<file path="src/rtl/axis_pkt_fifo.sv">
// AXI-Stream FIFO with a registered output stage. FRAME_FIFO=0 runs cut-through
// with backpressure; FRAME_FIFO=1 stores whole packets and drops any that overflow.
module axis_pkt_fifo #(
  parameter int unsigned DATA_WIDTH = 32,
  parameter int unsigned DEPTH      = 16,
  parameter int          FRAME_FIFO = 0
) (
  input  logic                    clk,
  input  logic                    rst_n,
  input  logic [DATA_WIDTH-1:0]   s_axis_tdata,
  input  logic                    s_axis_tlast,
  input  logic                    s_axis_tvalid,
  output logic                    s_axis_tready,
  output logic [DATA_WIDTH-1:0]   m_axis_tdata,
  output logic                    m_axis_tlast,
  output logic                    m_axis_tvalid,
  input  logic                    m_axis_tready,
  output logic [$clog2(DEPTH):0]  status_depth,
  output logic                    status_overflow,
  output logic                    status_good_frame
);

  localparam int unsigned AW = $clog2(DEPTH);
  localparam int unsigned PW = AW + 1;

  typedef enum logic {ACCEPT, DROP} state_e;

  state_e                state_q;
  logic [DATA_WIDTH:0]   mem_q [DEPTH];
  logic [DATA_WIDTH:0]   rd_word;

  logic [PW-1:0]         wr_ptr_q, wr_ptr_d;
  logic [PW-1:0]         cm_ptr_q, cm_ptr_d;
  logic [PW-1:0]         rd_ptr_q, rd_ptr_d;
  logic [PW-1:0]         fe_ptr_q, fe_ptr_d;
  logic [PW-1:0]         lim_q;
  logic [PW-1:0]         depth_q, depth_d;
  logic                  full_q, full_d;
  logic                  rdy_q;
  logic                  ovf_q;
  logic                  good_q;

  logic [DATA_WIDTH-1:0] out_data_q;
  logic                  out_last_q;
  logic                  out_valid_q;

  logic                  beat;
  logic                  wr_en;
  logic                  ovf_beat;
  logic                  hs;
  logic                  load;

  assign s_axis_tready     = rdy_q && ((FRAME_FIFO != 0) || !full_q);
  assign m_axis_tdata      = out_data_q;
  assign m_axis_tlast      = out_last_q;
  assign m_axis_tvalid     = out_valid_q;
  assign status_depth      = depth_q;
  assign status_overflow   = ovf_q;
  assign status_good_frame = good_q;

  assign rd_word = mem_q[fe_ptr_q[AW-1:0]];

  always_comb begin
    beat     = s_axis_tvalid && rdy_q;
    wr_en    = 1'b0;
    ovf_beat = 1'b0;
    if (FRAME_FIFO == 0) begin
      wr_en = beat && !full_q;
    end else if (state_q == ACCEPT) begin
      if (full_q) ovf_beat = beat;
      else        wr_en    = beat;
    end

    // An overflowing packet is discarded by rewinding to the last committed boundary.
    if (wr_en)         wr_ptr_d = wr_ptr_q + PW'(1);
    else if (ovf_beat) wr_ptr_d = cm_ptr_q;
    else               wr_ptr_d = wr_ptr_q;

    cm_ptr_d = (wr_en && s_axis_tlast) ? wr_ptr_q + PW'(1) : cm_ptr_q;

    // fe_ptr fetches into the output register; rd_ptr only retires on handshake,
    // so the entry held in the output stage still counts as occupied.
    hs       = out_valid_q && m_axis_tready;
    load     = (!out_valid_q || m_axis_tready) && (fe_ptr_q != lim_q);
    fe_ptr_d = fe_ptr_q + {{AW{1'b0}}, load};
    rd_ptr_d = rd_ptr_q + {{AW{1'b0}}, hs};

    full_d   = (wr_ptr_d[AW] != rd_ptr_d[AW]) &&
               (wr_ptr_d[AW-1:0] == rd_ptr_d[AW-1:0]);
    depth_d  = wr_ptr_d - rd_ptr_d;
  end

  always_ff @(posedge clk) begin
    if (wr_en) mem_q[wr_ptr_q[AW-1:0]] <= {s_axis_tlast, s_axis_tdata};
  end

  // lim_q delays the readable limit one cycle so a stored beat becomes visible two edges later.
  always_ff @(posedge clk or negedge rst_n) begin
    if (!rst_n) begin
      wr_ptr_q <= '0;
      cm_ptr_q <= '0;
      rd_ptr_q <= '0;
      fe_ptr_q <= '0;
      lim_q    <= '0;
      depth_q  <= '0;
      full_q   <= 1'b0;
      rdy_q    <= 1'b0;
      good_q   <= 1'b0;
    end else begin
      wr_ptr_q <= wr_ptr_d;
      cm_ptr_q <= cm_ptr_d;
      rd_ptr_q <= rd_ptr_d;
      fe_ptr_q <= fe_ptr_d;
      lim_q    <= (FRAME_FIFO != 0) ? cm_ptr_q : wr_ptr_q;
      depth_q  <= depth_d;
      full_q   <= full_d;
      rdy_q    <= 1'b1;
      good_q   <= wr_en && s_axis_tlast;
    end
  end

  always_ff @(posedge clk or negedge rst_n) begin
    if (!rst_n) begin
      out_valid_q <= 1'b0;
      out_last_q  <= 1'b0;
      out_data_q  <= '0;
    end else if (load) begin
      out_valid_q <= 1'b1;
      out_last_q  <= rd_word[DATA_WIDTH];
      out_data_q  <= rd_word[DATA_WIDTH-1:0];
    end else if (hs) begin
      out_valid_q <= 1'b0;
    end
  end

  always_ff @(posedge clk or negedge rst_n) begin
    if (!rst_n) begin
      state_q <= ACCEPT;
      ovf_q   <= 1'b0;
    end else begin
      ovf_q <= 1'b0;
      unique case (state_q)
        ACCEPT: begin
          if (ovf_beat) begin
            if (s_axis_tlast) ovf_q   <= 1'b1;
            else              state_q <= DROP;
          end
        end
        DROP: begin
          if (beat && s_axis_tlast) begin
            ovf_q   <= 1'b1;
            state_q <= ACCEPT;
          end
        end
        default: state_q <= ACCEPT;
      endcase
    end
  end

endmodule
</file>
<file path="config.mk">
export PLATFORM = sky130hd
export DESIGN_NAME = axis_pkt_fifo
export DESIGN_NICKNAME = d
export VERILOG_FILES = /design/src/rtl/axis_pkt_fifo.sv
export SDC_FILE = /design/constraint.sdc
export NUM_CORES = 1
export LEC_CHECK = 0
export CORE_ASPECT_RATIO = 0.75
export CORE_MARGIN = 3
export CORE_UTILIZATION = 60
export CTS_BUF_LIST = sky130_fd_sc_hd__clkbuf_4 sky130_fd_sc_hd__clkbuf_8 sky130_fd_sc_hd__clkbuf_16
export CTS_CLUSTER_DIAMETER = 150
export DETAILED_ROUTE_END_ITERATION = 6
export PLACE_DENSITY = 0.78
export SLEW_MARGIN = 10
export SYNTH_ARGS = -nofsm -noshare
export SYNTH_HDL_FRONTEND = slang
export SYNTH_SLANG_ARGS = --single-unit
</file>
<file path="constraint.sdc">
create_clock -name clk -period 5.35 [get_ports clk]
set_input_delay 1.07 -clock clk [delete_from_list [all_inputs] [get_ports clk]]
set_output_delay 1.07 -clock clk [all_outputs]
set_load 0.02 [all_outputs]
</file>
==> results.json <==
{
  "outcome": "finished clean",
  "max_slew_margin": 0.268,
  "peakVddDrop_mv": 0.340,
  "cts.clk_slew.worst_paths_ns": 0.06,
  "wirelength_um": 44800,
  "die_w_um": 232,
  "critical_path_class": "input port to register",
  "fmax_mhz": 304,
  "cts_buffers": 53,
  "worstPathMaxFanout": 10,
  "grt_pass1_wl_um": 69500,
  "first_iter_violations": 1100,
  "drv_slew": 0,
  "hpwl_um": 23600,
  "p_leak_uw": 0.00856,
  "drc_errors": 0,
  "drt_pass1_iterations": 5,
  "h-tree-depth": 2,
  "power.density_nw_per_um2": 525,
  "insertion_delay_ns": 0.58,
  "seq_area_frac_synth": 0.763,
  "synth_cell_types": 44,
  "critical-path-slowest-cell": "clkdlybuf4s50_1",
  "die_h_um": 175,
  "finalSetupTns_ns": 0,
  "synth-edff-count": 528,
  "cts_tree": "built",
  "place_ws_ns": 1.55,
  "die-area_um2": 40500,
  "synth_nets": 1106,
  "required_ns": 5.83,
  "wl_per_cell_um": 26.2,
  "syn_to_final_growth_pct": 13.8,
  "clock-sinks": 592,
  "drive_gt1_frac": 0.255,
  "synth_flop_cell": "edfxtp_1",
  "ys_ff_latch": 592,
  "critPathMaxStageDelay_ns": 0.54,
  "layout.nets": 1208,
  "synthesis.area_um2": 22900,
  "syn_avg_cell_area_um2": 21.6,
  "maxCapViolations": 0,
  "clk_path_buf_depth": 3,
  "holdBufCountCts": 0,
  "fillers": 2198,
  "async_flop_share": 0.108,
  "setup_viol": 0,
  "register_area_um2": 17500,
  "diodes": 0,
  "fin_crit_sh": 0.616,
  "io_buffers": 78,
  "fin_skew_ns": 0.0222,
  "vias": 10600,
  "post_cts_buffers": 0,
  "arrival_ns": 3.78,
  "row_count": 61,
  "syn_inst": 1060,
  "yosysWarningCount": 0,
  "drt.antenna.violating_nets": 0,
  "overflow": 0,
  "start_util": 0.613,
  "tightest_slew_ns": 1.10,
  "min_period_ns": 3.29,
  "multi_input_area_um2": 5090,
  "via_per_inst": 6.19,
  "ctsRootBufferMaster": "clkbuf_16",
  "grt_max_degree": 135,
  "grt_pass1_vias": 11300,
  "grt_usage": 0.231,
  "place.gp.congestion": 0.766,
  "critPathCaptureType": "register",
  "min_path_type": "register to register",
  "io_pins": 79,
  "rsz0062_at_grt": "no",
  "path_cells": "clkdlybuf4s50_1, and3b_1, mux2i_1, inv_1, xnor2_1, ha_1, nor2_1, mux2i_1, a41oi_1, o31ai_1, xnor2_1",
  "fin_ws_ns": 2.06,
  "cts_resized": 0,
  "antenna_found_initial": 0,
  "total_power_uw": 13700,
  "core-area_um2": 37300,
  "hold_viol": 0,
  "start_kind": "input port"
}
flip-flops by register name, indices dropped and copies added (netlist names):
signal / flops
status_depth: 5
full_q: 1
lim_q: 5
rdy_q: 1
status_good_frame: 1
rd_ptr_q: 5
m_axis_tvalid: 1
m_axis_tlast: 1
fe_ptr_q: 5
m_axis_tdata: 32
state_q: 1
wr_ptr_q: 5
mem_q: 528
status_overflow: 1
worst paths after layout:
kind                                from          endpoint  slack, ns  cells past startpoint
max                        s_axis_tvalid   status_depth[4]       2.06                     11
min                          wr_ptr_q[4]          lim_q[4]       0.40                      0
max reg2reg                  fe_ptr_q[2]  m_axis_tdata[11]       2.30                      6
min reg2reg                  wr_ptr_q[4]          lim_q[4]       0.40                      0
max in group asynchronous          rst_n       fe_ptr_q[0]       4.00                      1
min in group asynchronous          rst_n   m_axis_tdata[7]       0.63                      1
synth_stat cells (2+ instances only):
cell type / number / area (um^2)
and3b_1: 3 / 26.3
mux2_4: 2 / 30.0
ha_1: 9 / 113
buf_2: 14 / 70.1
mux2i_1: 35 / 350
clkbuf_1: 25 / 93.8
buf_1: 3 / 11.3
nand2_1: 3 / 11.3
a211oi_1: 33 / 248
nor2_1: 6 / 22.5
nor3_1: 10 / 50.1
mux4_2: 132 / 2970
nand4b_1: 2 / 17.5
edfxtp_1: 528 / 15900
and2_1: 3 / 18.8
nor3b_1: 2 / 15.0
and3_1: 6 / 37.5
xnor2_1: 17 / 149
o21ai_0: 3 / 15.0
dfrtp_1: 64 / 1600
or3_1: 2 / 12.5
buf_6: 10 / 113
nand3_1: 8 / 40.0
a21oi_1: 33 / 165
mux2_2: 31 / 349
o211ai_1: 2 / 15.0
xor2_1: 5 / 43.8
nor2b_1: 35 / 219
inv_1: 19 / 71.3
metal layers:
| layer | share of wire | GRT usage |
|---|---|---|
| met2 | 0.50 | 0.372 |
| met3 | 0.064 | 0.0385 |
| met5 | 0 | 0 |
| met4 | 0.019 | 0.0550 |
| met1 | 0.42 | 0.341 |
cells by family (layout without fill, tap and decap cells):
logic type / after synthesis / in the layout / share of synthesized area
compound gates: 78 / 78 / 0.0223
xor+xnor: 22 / 22 / 0.00842
fa+ha+maj: 10 / 10 / 0.00536
buf+inv: 74 / 221 / 0.0176
flops: 592 / 592 / 0.763
mux: 200 / 200 / 0.162
other cells: 1 / 1 / 0.000164
simple gates: 83 / 83 / 0.0216
placed cells by master (no fill, tap or decap), types with 22 or more instances in the layout:
cell	Yosys	layout
nor2b_1	35	35
clkdlybuf4s50_1	0	77
dfrtp_1	64	60
mux2_2	31	31
mux2i_1	35	35
mux4_2	132	132
clkbuf_16	0	55
buf_4	1	22
a21oi_1	33	33
a211oi_1	33	33
edfxtp_1	528	528
critical path, delay by kind of cell:
family	cells	cell delay (ns)
AOI/OAI and AO/OA	2	0.44
buffers and inverters	2	0.64
xor gates and xnor gates	2	0.35
and+or+nand+nor	2	0.48
muxes	2	0.55
adders and majority gates	1	0.23
area by class of cell:
type | instances | share of cell area
well taps | 504 | 0.0242
clock buffers | 83 | 0.0631
repair buffers | 102 | 0.0383
multi-input cells | 394 | 0.195
flip-flops and latches | 592 | 0.671
clock inverters | 17 | 0.00524
inverters | 19 | 0.00274
through the flow:
stage | cells | hold WS (ns) | util | area (um^2)
global route | 1711 | 0.410 | 0.698 | 26000
global placement | 1611 | 0.383 | 0.650 | 24300
CTS | 1711 | 0.396 | 0.698 | 26000
finish | 1711 | 0.399 | 0.698 | 26000
floorplan | 1060 | 0.349 | - | 22900
detailed placement | 1611 | 0.381 | 0.650 | 24300
power by group:
part           leakage, uW  internal, uW  switching (uW)  total [uW]
combinational      0.00215          2000            1940        3940
clock             0.000906          2210            1590        3800
sequential         0.00551          5500             412        5910
total              0.00856          9710            3950       13700
No activity file was read; power rests on OpenSTA's default activity.
